===== src/rtl/inst_fetch_ctrl_pkg.sv =====
// Shared widths, constants and the prefetch entry type for the instruction fetch slice.
package inst_fetch_ctrl_pkg;

    localparam int ADDR_BUS_WIDTH = 64;
    localparam int INST_WIDTH     = 32;

    localparam logic [INST_WIDTH-1:0]     INST_NOP         = 32'h0000_0013;
    localparam logic [ADDR_BUS_WIDTH-1:0] RESET_PC_DEFAULT = 64'h0;

    typedef struct packed {
        logic [ADDR_BUS_WIDTH-1:0] pc;
        logic [INST_WIDTH-1:0]     inst;
    } fetch_entry_t;

    // Count field must hold the value DEPTH itself, hence one bit beyond the pointer.
    function automatic int fifo_cnt_width(input int depth);
        return $clog2(depth) + 1;
    endfunction

endpackage


===== src/rtl/inst_fetch_ctrl_fifo.sv =====
// Prefetch FIFO holding {pc, inst} pairs; synchronous flush, async active-high reset.
module inst_fifo
    import inst_fetch_ctrl_pkg::*;
#(
    parameter int DEPTH = 4,
    localparam int PW   = $clog2(DEPTH),
    localparam int CW   = PW + 1
) (
    input  logic          clk,
    input  logic          rst,
    input  logic          wr_i,
    input  fetch_entry_t  wr_data_i,
    input  logic          pop_i,
    input  logic          flush_i,
    output fetch_entry_t  head_o,
    output logic [CW-1:0] cnt_o
);

    fetch_entry_t  mem_q [DEPTH];
    logic [PW-1:0] wr_ptr_q, wr_ptr_d;
    logic [PW-1:0] rd_ptr_q, rd_ptr_d;
    logic [CW-1:0] cnt_q, cnt_d;

    // Flush wins over everything, so a same-cycle pop or write is simply dropped.
    always_comb begin
        wr_ptr_d = wr_ptr_q;
        rd_ptr_d = rd_ptr_q;
        cnt_d    = cnt_q;
        if (flush_i) begin
            wr_ptr_d = '0;
            rd_ptr_d = '0;
            cnt_d    = '0;
        end else begin
            if (wr_i) wr_ptr_d = wr_ptr_q + PW'(1);
            if (pop_i) rd_ptr_d = rd_ptr_q + PW'(1);
            case ({wr_i, pop_i})
                2'b10:   cnt_d = cnt_q + CW'(1);
                2'b01:   cnt_d = cnt_q - CW'(1);
                default: cnt_d = cnt_q;
            endcase
        end
    end

    always_ff @(posedge clk or posedge rst) begin
        if (rst) begin
            wr_ptr_q <= '0;
            rd_ptr_q <= '0;
            cnt_q    <= '0;
        end else begin
            wr_ptr_q <= wr_ptr_d;
            rd_ptr_q <= rd_ptr_d;
            cnt_q    <= cnt_d;
        end
    end

    always_ff @(posedge clk) begin
        if (wr_i && !flush_i) mem_q[wr_ptr_q] <= wr_data_i;
    end

    assign head_o = mem_q[rd_ptr_q];
    assign cnt_o  = cnt_q;

endmodule


===== src/rtl/inst_fetch_ctrl.sv =====
// Fetch PC sequencing, jump redirect and decode handshake in front of the instruction ROM.
module inst_fetch_ctrl
    import inst_fetch_ctrl_pkg::*;
#(
    parameter int                        FIFO_DEPTH = 4,
    parameter logic [ADDR_BUS_WIDTH-1:0] RESET_PC   = RESET_PC_DEFAULT,
    localparam int                       CW         = fifo_cnt_width(FIFO_DEPTH)
) (
    input  logic                      clk,
    input  logic                      rst,
    input  logic                      fetch_en_i,
    output logic [ADDR_BUS_WIDTH-1:0] rom_addr_o,
    input  logic [INST_WIDTH-1:0]     rom_inst_i,
    input  logic                      jump_en_i,
    input  logic [ADDR_BUS_WIDTH-1:0] jump_addr_i,
    output logic [INST_WIDTH-1:0]     inst_o,
    output logic [ADDR_BUS_WIDTH-1:0] inst_addr_o,
    output logic                      inst_valid_o,
    input  logic                      inst_ready_i,
    output logic                      misalign_o,
    output logic [CW-1:0]             fifo_cnt_o
);

    logic [ADDR_BUS_WIDTH-1:0] fetch_pc_q, fetch_pc_d;
    logic                      misalign_q, misalign_d;
    logic                      pop, wr, fifo_has_room;
    logic [CW-1:0]             cnt;
    fetch_entry_t              head, wr_entry;

    assign inst_valid_o  = (cnt != '0);
    assign pop           = inst_valid_o & inst_ready_i;
    assign fifo_has_room = (cnt < CW'(FIFO_DEPTH)) | pop;
    assign wr            = fetch_en_i & ~jump_en_i & fifo_has_room;
    assign wr_entry      = '{pc: fetch_pc_q, inst: rom_inst_i};

    // A redirect re-steers to the word-aligned target; the low bits only feed the misalign flag.
    always_comb begin
        fetch_pc_d = fetch_pc_q;
        misalign_d = 1'b0;
        if (jump_en_i) begin
            fetch_pc_d = {jump_addr_i[ADDR_BUS_WIDTH-1:2], 2'b00};
            misalign_d = (jump_addr_i[1:0] != 2'b00);
        end else if (wr) begin
            fetch_pc_d = fetch_pc_q + ADDR_BUS_WIDTH'(4);
        end
    end

    always_ff @(posedge clk or posedge rst) begin
        if (rst) begin
            fetch_pc_q <= RESET_PC;
            misalign_q <= 1'b0;
        end else begin
            fetch_pc_q <= fetch_pc_d;
            misalign_q <= misalign_d;
        end
    end

    inst_fifo #(
        .DEPTH(FIFO_DEPTH)
    ) u_fifo (
        .clk      (clk),
        .rst      (rst),
        .wr_i     (wr),
        .wr_data_i(wr_entry),
        .pop_i    (pop),
        .flush_i  (jump_en_i),
        .head_o   (head),
        .cnt_o    (cnt)
    );

    assign rom_addr_o  = fetch_pc_q;
    assign misalign_o  = misalign_q;
    assign fifo_cnt_o  = cnt;
    assign inst_o      = inst_valid_o ? head.inst : INST_NOP;
    assign inst_addr_o = inst_valid_o ? head.pc : '0;

endmodule


===== config.mk =====
export PLATFORM = sky130hd
export DESIGN_NAME = inst_fetch_ctrl
export DESIGN_NICKNAME = d
export VERILOG_FILES = /design/src/rtl/inst_fetch_ctrl_pkg.sv /design/src/rtl/inst_fetch_ctrl_fifo.sv /design/src/rtl/inst_fetch_ctrl.sv
export SDC_FILE = /design/constraint.sdc
export NUM_CORES = 1
export LEC_CHECK = 0
export ABC_CLOCK_PERIOD_IN_PS = 3700
export CORE_MARGIN = 5
export CORE_UTILIZATION = 49
export CTS_BUF_LIST = sky130_fd_sc_hd__clkbuf_8 sky130_fd_sc_hd__clkbuf_16
export DETAILED_ROUTE_END_ITERATION = 7
export PLACE_DENSITY = 0.76
export SLEW_MARGIN = 0
export SYNTH_ARGS = -nofsm -noshare
export SYNTH_HDL_FRONTEND = slang
export SYNTH_HIERARCHICAL = 1
export SYNTH_SLANG_ARGS = --single-unit

===== constraint.sdc =====
create_clock -name clk -period 3.7 [get_ports clk]
set_clock_uncertainty 0.15 [all_clocks]
set_input_delay 0.74 -clock clk [delete_from_list [all_inputs] [get_ports clk]]
set_output_delay 0.74 -clock clk [all_outputs]
set_load 0.1 [all_outputs]

==> Word-level counts from Yosys, hierarchy flattened <==
Memories as Yosys holds them, arrays and structs flattened.
Index checks and enable logic that the tools add are counted.
{ "op_classes": {"shifts": 0, "n_mul": 0, "n_addsub": 5, "n_reduce_logical": 7, "n_div": 0, "n_lt_le_gt_ge": 1, "eq_ne": 2, "bitwise_logic": 5, "mux": 13} }
{ "op_table": {"columns": ["cell", "n"], "rows": [
  ["$mux 64", 3],
  ["$add 64x3->64 const B", 1],
  ["$mux 32", 1],
  ["$mux 2", 4],
  ["$pmux 3 s2", 1],
  ["$reduce_bool 2->1", 3],
  ["$reduce_bool 3->1", 2],
  ["$add 2x1->2 const B", 2],
  ["$add 3x1->3 const B", 1],
  ["$and 1x1->1", 3],
  ["$lt 3x3->1 const B", 1],
  ["$mux 1", 3],
  ["$mux 3", 1],
  ["$sub 3x1->3 const B", 1],
  ["$eq 2x1->1 const B", 1],
  ["$eq 2x2->1 const B", 1],
  ["$logic_and 1x1->1", 1],
  ["$logic_not 1->1", 1],
  ["$not 1->1", 1],
  ["$or 1x1->1", 1]
]} }
{ "word_totals": {"register_bits": 72, "inputBits": 101, "latchBits": 0, "rom_bits": 0, "output_inout_bits": 165, "ram_bits": 384, "memories": 1} }
{ "mem_list": {"columns": ["name", "words", "width", "rd", "rd_clocked_by_memory_dff", "write_ports", "line", "source"], "rows": [
  ["u_fifo.mem_q", 4, 96, 1, 0, 1, "inst_fetch_ctrl_fifo.sv:19", "fetch_entry_t mem_q [DEPTH];"]
]} }

==> Logic depth before layout (Yosys ltp) <==
Gate-level depths: netlist (run 1).
{ "logic_depth": {"ltp_word": 7, "mapped_depth": 10} }

==> Modules after synthesis <==
The synthesis (run 1) kept the hierarchy.
{ "modules_own_cells": {"columns": ["module", "instances", "area_per_inst_um2", "cells_per_inst"], "rows": [
  ["inst_fifo", 1, 14264.9, 544],
  ["inst_fetch_ctrl", 1, 4376.7, 544]
]} }

==> Least setup slack after synthesis (run 1) <==
No wires, ideal clock.
{ "synth_timing": {"path_kind": "input-to-reg", "start": "in jump_en_i", "end": "mem u_fifo/mem_q[0][0] (netlist name), enable pin", "stages": 7, "required_ns": 3.084, "path_buffers": 3, "arrival_time_ns": 3.987, "path_slack_ns": -0.903, "path_cell_list": "clkbuf_1 inv_2 buf_2 and3_1 buf_2 nor2b_1 and2_1"} }
{ "synth_between": {"elab_chain_len": 6, "word_cells_on_any_way": 7, "cone_classes": "mux (2); bitwise (3); reduce/logical (2)"} }
{ "synth_lines": {"columns": ["element", "line", "source"], "rows": [
  ["start: declaration", "inst_fetch_ctrl.sv:14", "input logic jump_en_i,"],
  ["$not 1->1", "inst_fetch_ctrl.sv:33", "assign wr = fetch_en_i & ~jump_en_i & fifo_has_room;"],
  ["$and 1x1->1 (2 in series)", "inst_fetch_ctrl.sv:33", null],
  ["named net wr", "inst_fetch_ctrl.sv:26", "logic pop, wr, fifo_has_room;"],
  ["$logic_and 1x1->1", "inst_fetch_ctrl_fifo.sv:57", "if (wr_i && !flush_i) mem_q[wr_ptr_q] <= wr_data_i;"],
  ["$mux 1", "inst_fetch_ctrl_fifo.sv:57", null],
  ["$mux 1 (not written as such)", "inst_fetch_ctrl_fifo.sv:57", null],
  ["end: declaration", "inst_fetch_ctrl_fifo.sv:19", null]
]} }
The timed path passes the listed nets, and every way through them passes these cells.

==> results of run 1 <==
## layout by cell type (no fill, tap or decap), types with 23 or more instances in the layout
| master | netlist | layout |
|---|---|---|
| sky130_fd_sc_hd__inv_1 | 12 | 24 |
| sky130_fd_sc_hd__buf_4 | 3 | 169 |
| sky130_fd_sc_hd__nand4_1 | 26 | 26 |
| sky130_fd_sc_hd__nand2_1 | 62 | 62 |
| sky130_fd_sc_hd__clkbuf_16 | 0 | 47 |
| sky130_fd_sc_hd__nor2_1 | 41 | 41 |
| sky130_fd_sc_hd__xnor2_1 | 23 | 23 |
| sky130_fd_sc_hd__dfrtp_1 | 70 | 68 |
| sky130_fd_sc_hd__mux4_2 | 96 | 96 |
| sky130_fd_sc_hd__a31oi_1 | 24 | 24 |
| sky130_fd_sc_hd__clkdlybuf4s50_1 | 0 | 100 |
| sky130_fd_sc_hd__and2_1 | 105 | 101 |
| sky130_fd_sc_hd__edfxtp_1 | 384 | 384 |
## power by group through the flow
stage / logic, mW / registers [mW] / clock network (mW)
2_1_floorplan: 6.60 / 6.60 / 0
3_3_place_gp: 9.07 / 6.15 / 0
3_5_place_dp: 9.08 / 6.17 / 0
4_1_cts: 9.10 / 6.07 / 4.36
5_1_grt: 9.33 / 6.10 / 4.62
6_report: 8.99 / 6.07 / 4.27
## metrics by stage
stage / instances / util (%) / cell area (um2)
6_report: 1922 / 61.44 / 23090
3_5_place_dp: 1836 / 57.62 / 21650
5_1_grt: 1922 / 61.44 / 23090
3_3_place_gp: 1836 / 57.62 / 21650
4_1_cts: 1922 / 61.44 / 23090
2_1_floorplan: 1097 / - / 18680
## final cells by class
type | count | share of cell area, %
multi-input combinational | 571 | 21.91
timing repair buffer | 287 | 11.33
clock buffer | 52 | 5.392
tap | 511 | 2.769
sequential | 454 | 57.57
clock inverter | 34 | 0.8238
inverter | 13 | 0.2114
## worst register-to-register path: stages, from the launching register on
cell and delay (ps):
sky130_fd_sc_hd__dfrtp_1 530, sky130_fd_sc_hd__and4_1 380, sky130_fd_sc_hd__and3_1 620, sky130_fd_sc_hd__nand4_1 490
sky130_fd_sc_hd__or4_1 610, sky130_fd_sc_hd__a31oi_1 190
## flip-flops by register name, indices dropped and copies added (netlist names)
register	count
misalign_o	1
rom_addr_o	62
u_fifo/cnt_o	3
u_fifo/mem_q	384
u_fifo/rd_ptr_q	2
u_fifo/wr_ptr_q	2
## metal layers
layer	global-route usage [%]	vias to the layer above
met2	32.57	450
met1	28.73	5483
met5	0	-
li1	-	4824
met3	4.290	77
met4	6.005	2
## cells in the mapped netlist, drive strengths merged
cell,n
xnor2,23
nand3,21
edfxtp,384
and2,105
fa,1
nor3b,3
inv,13
or4,21
mux2i,3
mux2,1
and3b,1
a31oi,24
nand4,28
nor3,12
clkbuf,32
buf,27
dfrtp,70
or3,7
xor2,16
o31ai,19
nor2b,2
o211ai,3
nand2b,4
nor2,41
mux4,96
o21ai,40
and3,10
conb,1
and4,7
and4bb,1
ha,5
nor4,5
nand2,62
## kinds of logic after synthesis
kind of cell | synth area share [%]
other cells | 0.02012
compound gates | 2.765
simple gates | 9.994
mux | 11.82
buf+inv | 1.873
xor+xnor | 1.832
fa+ha+maj | 0.4430
flops | 71.25
## worst paths after layout
kind | start | endpoint | slack [ps] | depth (start not counted)
setup / recovery | u_fifo/rd_ptr_q[0] | inst_o[30] | 220 | 5
hold reg to reg | rom_addr_o[15] | u_fifo/mem_q[1][47] | 440 | 0
min in group clk | rom_addr_o[15] | u_fifo/mem_q[1][47] | 440 | 0
setup reg to reg | rom_addr_o[8] | rom_addr_o[51] | 630 | 5
max in group asynchronous | rst | rom_addr_o[58] | 2150 | 3
hold / removal | rst | u_fifo/wr_ptr_q[1] | 340 | 2
==> metrics.cfg, run 1 <==
[status]
outcome = finished clean

[pwr]
p_switching_mw = 8.942
power_density_mw_per_mm2 = 836.9
power.leakage_nw = 7.942
p_clk_share_pct = 22.1
power.internal_mw = 10.38
totalPowerFinal_mw = 19.32
peakVddDrop_uv = 742.3
pwr-share-comb_pct = 46.5
power.share.switching_pct = 46.28
seq_power_share_pct = 31.4

[route]
met3_wl_post_dr_um = 3357
drt_first_pass_iters = 5
routed_via_density = 5.638
dr_wl_met2_um = 20670
number_of_drc_violations_after_detailed_routing_iteration_0 = 844
routedWlPerCell_um = 22.17
antenna_left = 0
remaining_drcs = 0
detail_route.wirelength_um = 42620
detailroute.via_count = 10836
met1_length_um = 17490
routed.top_layer = met5

[synthesis]
yosysTopAreaCell = sky130_fd_sc_hd__edfxtp_1
netlist.area_leader.share_pct = 61.86
synth_area_leaders = sky130_fd_sc_hd__edfxtp_1 62%, sky130_fd_sc_hd__mux4_2 12%, sky130_fd_sc_hd__dfrtp_1 9.4%
ys_ff_latch = 454
synth.distinct_cells = 43
netlist_instances = 1088
synth_seq_area_share_pct = 71.25
synth_warnings = 6
syn-cell-area_mm2 = 0.01864
synth.avg_cell_area_um2 = 17.13

[timing]
max_freq_ghz = 0.2875
finalSetupViolCount = 0
max_slew.worst_pin.slew_ps = 970.9
timing.final.crit_share_pct = 94.01
final_critical_path_setup_slack_ps = 221.6
setup_tns_ps = 0
count_of_endpoints_failing_hold_in_the_final_timing_report = 0
rsz0062_at_grt = false
worst_slew_margin_rel_pct = 35.07
timing.final.max_slew_violations = 0
fin_hold_ws_ps = 339.8
final_critical_path_time_including_i_o_delays_and_setup_ps = 3478

[critical_path]
worst-endpoint-arrival_ps = 2590
crit_buf_inv = 3
crit_family = buffers and inverters
worst_path_max_delay_cell = sky130_fd_sc_hd__dfrtp_4
cp_cell_sequence = buf_12 > buf_12 > mux4_2 > and2_1 > buf_4
setup.worst_path.start_class = flip-flop
critPathMaxStageDelay_ps = 630
setup.worst_path.class = flip-flop to primary output
cpMostUsedCell = sky130_fd_sc_hd__buf_12
worst_setup_path_end_kind = primary output
worst_ep_required_time_ps = 2810
path_max_fanout = 28

[clock_tree]
cts-resized-gates = 0
cts_clk_pin_slew_worst_paths_ps = 60
number_of_clock_sinks = 454
postCtsSetupRepairBufs = 0
cts.hold.buffers_added = 0
cts_buffers = 46
clk_latency_ps = 550
clock_tree.htree_level_count = 2
tritoncts = yes
worst_case_clock_buffer_depth = 3
clock_tree.root_cell = sky130_fd_sc_hd__clkbuf_16

[placement]
place_worst_setup_slack_ps = 375.6
io_buffers = 263
gp_congestion = 0.8094
hpwlAfterDp_um = 27830

[floorplanning]
floorplan.die.width_um = 205.1
fp.dieArea_mm2 = 0.04205
initial_core_util_pct = 49.61
std_cell_rows = 71
pin_count = 266
floorplan.core_area_mm2 = 0.03758
die_height_um = 205.1

[global_route]
first_global_vias = 11198
global_route.overflow_total = 0
grt_start_max_net_pins = 82
antenna_found_initial = 1
grt_util_all_layers_pct = 20.38
wire_length_of_the_first_global_routing_pass_um = 65960

[finish]
insertedDiodeCount = 0
fillers = 2716
ff_latch_area_mm2 = 0.01329
area_growth_syn_to_layout_pct = 23.85
final_layout_size_suffix_gt1_share_pct = 25.80
final_nets = 1480
multi_input_comb_area_mm2 = 0.005059

[job]
drv_cap = 0

[worst_hold_path]
hold_wc_path_type = input port to asynchronous set/reset pin

(Power assumes the default switching activity.)
==> inputs of run 2 (changes only) <==
- CORE_ASPECT_RATIO: unset -> 0.7
==> metrics.cfg, run 2 (same netlist as run 1, synthesis figures left out) <==
[job]
drv_cap = 0

[timing]
setup_tns_ps = 0
max_freq_ghz = 0.2900
finalSetupViolCount = 0
timing.final.max_slew_violations = 0
final_critical_path_setup_slack_ps = 252.1
final_critical_path_time_including_i_o_delays_and_setup_ps = 3448
max_slew.worst_pin.slew_ps = 990.5
worst_slew_margin_rel_pct = 33.76
rsz0062_at_grt = false
timing.final.crit_share_pct = 93.19
count_of_endpoints_failing_hold_in_the_final_timing_report = 0

[global_route]
grt_util_all_layers_pct = 21.06
global_route.overflow_total = 0
antenna_found_initial = 0
wire_length_of_the_first_global_routing_pass_um = 68600
grt_start_max_net_pins = 82
first_global_vias = 10920

[critical_path]
worst_r2r_startpoint = rom_addr_o[9]
path_max_fanout = 37
worst-endpoint-arrival_ps = 2560
worst_setup_path_end_kind = primary output
setup.worst_path.class = flip-flop to primary output
crit_family = flip-flops
setup.worst_path.start_class = flip-flop
worst_r2r_endpoint = rom_addr_o[53]
worst_path_max_delay_cell = sky130_fd_sc_hd__dfrtp_4
setup.reg_to_reg.worst_slack_ps = 530
worst_ep_required_time_ps = 2810
reg2regPathDepth = 5
cp_cell_sequence = buf_12 > mux4_2 > and2_1 > buf_4
critPathMaxStageDelay_ps = 670
crit_buf_inv = 2

[clock_tree]
cts.hold.buffers_added = 0
worst_case_clock_buffer_depth = 3
cts_clk_pin_slew_worst_paths_ps = 60
clk_latency_ps = 550
number_of_clock_sinks = 454
cts-resized-gates = 0
cts_buffers = 42
clock_tree.htree_level_count = 2
postCtsSetupRepairBufs = 0
clock_tree.root_cell = sky130_fd_sc_hd__clkbuf_16
tritoncts = yes

[floorplanning]
die_height_um = 173.2
fp.dieArea_mm2 = 0.04211
pin_count = 266
floorplan.die.width_um = 243.1
initial_core_util_pct = 49.91
floorplan.core_area_mm2 = 0.03735
std_cell_rows = 59

[route]
routed.top_layer = met4
met1_length_um = 19610
remaining_drcs = 0
detailroute.via_count = 10980
dr_wl_met2_um = 21010
number_of_drc_violations_after_detailed_routing_iteration_0 = 1046
detail_route.wirelength_um = 45110
antenna_left = 0
drt_first_pass_iters = 5
met3_wl_post_dr_um = 3631
routed_via_density = 5.791
routedWlPerCell_um = 23.79

[worst_hold_path]
hold_wc_path_type = input port to asynchronous set/reset pin

[finish]
mostFrequentLayoutCells = 384 x sky130_fd_sc_hd__edfxtp_1, 171 x sky130_fd_sc_hd__buf_4, 101 x sky130_fd_sc_hd__and2_1, 100 x sky130_fd_sc_hd__clkdlybuf4s50_1, 96 x sky130_fd_sc_hd__mux4_2
number_of_flip_flops_under_the_largest_register_name = 384
area_growth_syn_to_layout_pct = 23.93
registers.top_by_ff_count = u_fifo/mem_q
layout.cells.most_common = sky130_fd_sc_hd__edfxtp_1
postLayoutCellArea_mm2 = 0.02310
final_nets = 1481
insertedDiodeCount = 0
final_layout_size_suffix_gt1_share_pct = 25.99

[placement]
gp_congestion = 0.8235
placement.cell_area_mm2 = 0.02170
io_buffers = 263
hpwlAfterDp_um = 29830
place_worst_setup_slack_ps = 366.7

[pwr]
peakVddDrop_uv = 759.1
power.leakage_nw = 7.962
power_density_mw_per_mm2 = 843.3
totalPowerFinal_mw = 19.48

[status]
outcome = finished clean

## run 2: cell count changes in the layout (fill, tap and decap cells not counted), sizes merged
cell      before  now
buf          187  192
bufinv         0    5
clkbuf        52   46
clkinv        16   12
clkinvlp       3    2
inv           28   26
## run 2: worst reg2reg max path: cells and delay by family, from the launching register on
kind,cells,cell delay [ps]
AND/OR/NAND/NOR,4,2180
flip-flops,1,560
AO/OA/AOI/OAI,1,190
## run 2: how the worst max path moves through the flow
stage	from	end	slack, ps	depth (start not counted)
finish	u_fifo/rd_ptr_q[0]	inst_addr_o[55]	250	4
global route	u_fifo/rd_ptr_q[0]	inst_addr_o[55]	90	4
CTS	u_fifo/rd_ptr_q[0]	inst_o[22]	170	4
detailed placement	inst_ready_i	rom_addr_o[53]	370	6
global placement	inst_ready_i	rom_addr_o[51]	430	6
floorplan	u_fifo/cnt_o[0]	inst_addr_o[54]	40	4
## run 2: final cells by class
class / count / area [um2]
multi-input cells: 571 / 5059
well taps: 488 / 610.6
clock buffers: 46 / 1106
flip-flops and latches: 454 / 13290
inverters: 13 / 48.80
repair buffers: 292 / 2690
clock inverters: 32 / 299.0
fillers: 2674 / 14250
## run 2: per-stage QoR
stage / util (%) / instances / hold WS [ps]
after floorplan: - / 1097 / 388.2
after global placement: 58.09 / 1818 / 431.8
after detailed placement: 58.09 / 1818 / 428.8
after CTS: 61.85 / 1896 / 391.2
after global routing: 61.85 / 1896 / 421.1
final: 61.85 / 1896 / 382.3
## run 2: where the power goes
part / internal (mW) / switching (mW) / total (mW)
clock: 2.52 / 1.84 / 4.35
sequential: 5.77 / 0.291 / 6.06
combinational: 2.23 / 6.84 / 9.07
## run 2: layer usage
layer / track usage, % / vias up
li1: - / 4829
met1: 31.76 / 5631
met2: 32.10 / 454
met3: 4.660 / 66
met4: 4.560 / 0
met5: 0 / -
==> inputs of run 3 (changes only) <==
- TNS_END_PERCENT: unset -> 5
==> metrics.cfg, run 3 (same netlist as run 1, synthesis figures left out) <==
[finish]
mostFrequentLayoutCells = 384 x sky130_fd_sc_hd__edfxtp_1, 167 x sky130_fd_sc_hd__buf_4, 101 x sky130_fd_sc_hd__and2_1, 100 x sky130_fd_sc_hd__clkdlybuf4s50_1, 96 x sky130_fd_sc_hd__mux4_2
final_nets = 1482
area_growth_syn_to_layout_pct = 23.80
insertedDiodeCount = 0
number_of_flip_flops_under_the_largest_register_name = 384
final_layout_size_suffix_gt1_share_pct = 25.34
layout.cells.most_common = sky130_fd_sc_hd__edfxtp_1
registers.top_by_ff_count = u_fifo/mem_q
layoutNonFillerInstCount = 1897
fillers = 2702
postLayoutCellArea_mm2 = 0.02308

[timing]
rsz0062_at_grt = false
worst_slew_margin_rel_pct = 32.40
finalSetupViolCount = 0
timing.final.max_slew_violations = 0
fin_hold_ws_ps = 400.7
final_critical_path_time_including_i_o_delays_and_setup_ps = 3386
setup_tns_ps = 0
timing.final.crit_share_pct = 91.51
max_slew.worst_pin.slew_ps = 1014
final_critical_path_setup_slack_ps = 314.3
count_of_endpoints_failing_hold_in_the_final_timing_report = 0
max_freq_ghz = 0.2954

[route]
number_of_drc_violations_after_detailed_routing_iteration_0 = 1093
routed_via_density = 5.795
detailroute.via_count = 10994
antenna_left = 0
drt_first_pass_iters = 5
remaining_drcs = 0
routedWlPerCell_um = 24.10
detail_route.wirelength_um = 45730

[critical_path]
setup.worst_path.class = flip-flop to primary output
path_max_fanout = 98
worst_ep_required_time_ps = 2810
worst-endpoint-arrival_ps = 2500
setup.worst_path.start_class = flip-flop
worst_setup_path_end_kind = primary output

[global_route]
global_route.overflow_total = 0
grt_start_max_net_pins = 99
wire_length_of_the_first_global_routing_pass_um = 70500
grt_util_all_layers_pct = 21.60
first_global_vias = 11045
antenna_found_initial = 0

[clock_tree]
cts.hold.buffers_added = 0
worst_case_clock_buffer_depth = 3
cts_clk_pin_slew_worst_paths_ps = 60
cts_buffers = 44
postCtsSetupRepairBufs = 0
tritoncts = yes
clk_latency_ps = 550
clock_tree.htree_level_count = 2
number_of_clock_sinks = 454
cts-resized-gates = 0
clock_tree.root_cell = sky130_fd_sc_hd__clkbuf_16

[placement]
gp_congestion = 0.8713
io_buffers = 263
hpwlAfterDp_um = 30470
place.detailed.instances = 1817
place_worst_setup_slack_ps = 362.2
placement.cell_area_mm2 = 0.02173

[status]
outcome = finished clean

[worst_hold_path]
hold_wc_path_type = input port to asynchronous set/reset pin

[floorplanning]
fp.dieArea_mm2 = 0.04211
die_height_um = 173.2
floorplan.die.width_um = 243.1
initial_core_util_pct = 49.91
pin_count = 266
floorplan.core_area_mm2 = 0.03735
std_cell_rows = 59

[job]
drv_cap = 0

[pwr]
power_density_mw_per_mm2 = 835.6
peakVddDrop_uv = 691.4
power.leakage_nw = 7.944

[run 3: layout make-up]
cell class | count | area [um2] | area share, %
well taps | 488 | 610.6 | 2.646
repair buffers | 291 | 2720 | 11.79
clock buffers | 48 | 1179 | 5.107
flip-flops and latches | 454 | 13290 | 57.59
multi-input cells | 571 | 5059 | 21.92
inverters | 13 | 48.80 | 0.2114
clock inverters | 32 | 171.4 | 0.7427
[run 3: metal layers]
metal	track usage, %	share of wire (%)	vias to the layer above
met5	0	0	-
met3	4.599	8.4	62
met2	32.73	46	490
met4	5.198	2.2	0
li1	-	-	4819
met1	32.66	43	5623
[run 3: per-stage QoR]
step / utilization, % / power [mW]
6_report: 61.78 / 19.28
5_1_grt: 61.78 / 19.94
4_1_cts: 61.78 / 19.46
3_5_place_dp: 58.17 / 15.28
3_3_place_gp: 58.17 / 15.24
2_1_floorplan: - / 13.20
[run 3: power breakdown]
part	switching, mW	internal [mW]
sequential	0.259	5.77
clock	1.82	2.35
combinational	6.89	2.20
total	8.97	10.3
[run 3: critical path, stage by stage, from the launching register on]
cell                      delay [ps]
sky130_fd_sc_hd__dfrtp_1         450
sky130_fd_sc_hd__or3_4           850
sky130_fd_sc_hd__and2_1          310
sky130_fd_sc_hd__buf_4           320
[run 3: final timing paths]
check,startpoint,end,slack [ps],depth (start not counted)
max,u_fifo/cnt_o[0],inst_addr_o[61],310,3
min reg2reg,u_fifo/wr_ptr_q[1],u_fifo/wr_ptr_q[1],450,2
max reg2reg,u_fifo/cnt_o[1],u_fifo/cnt_o[2],690,7
max in group asynchronous,rst,rom_addr_o[59],2220,3
min in group clk,u_fifo/wr_ptr_q[1],u_fifo/wr_ptr_q[1],450,2
min,rst,u_fifo/cnt_o[1],400,2
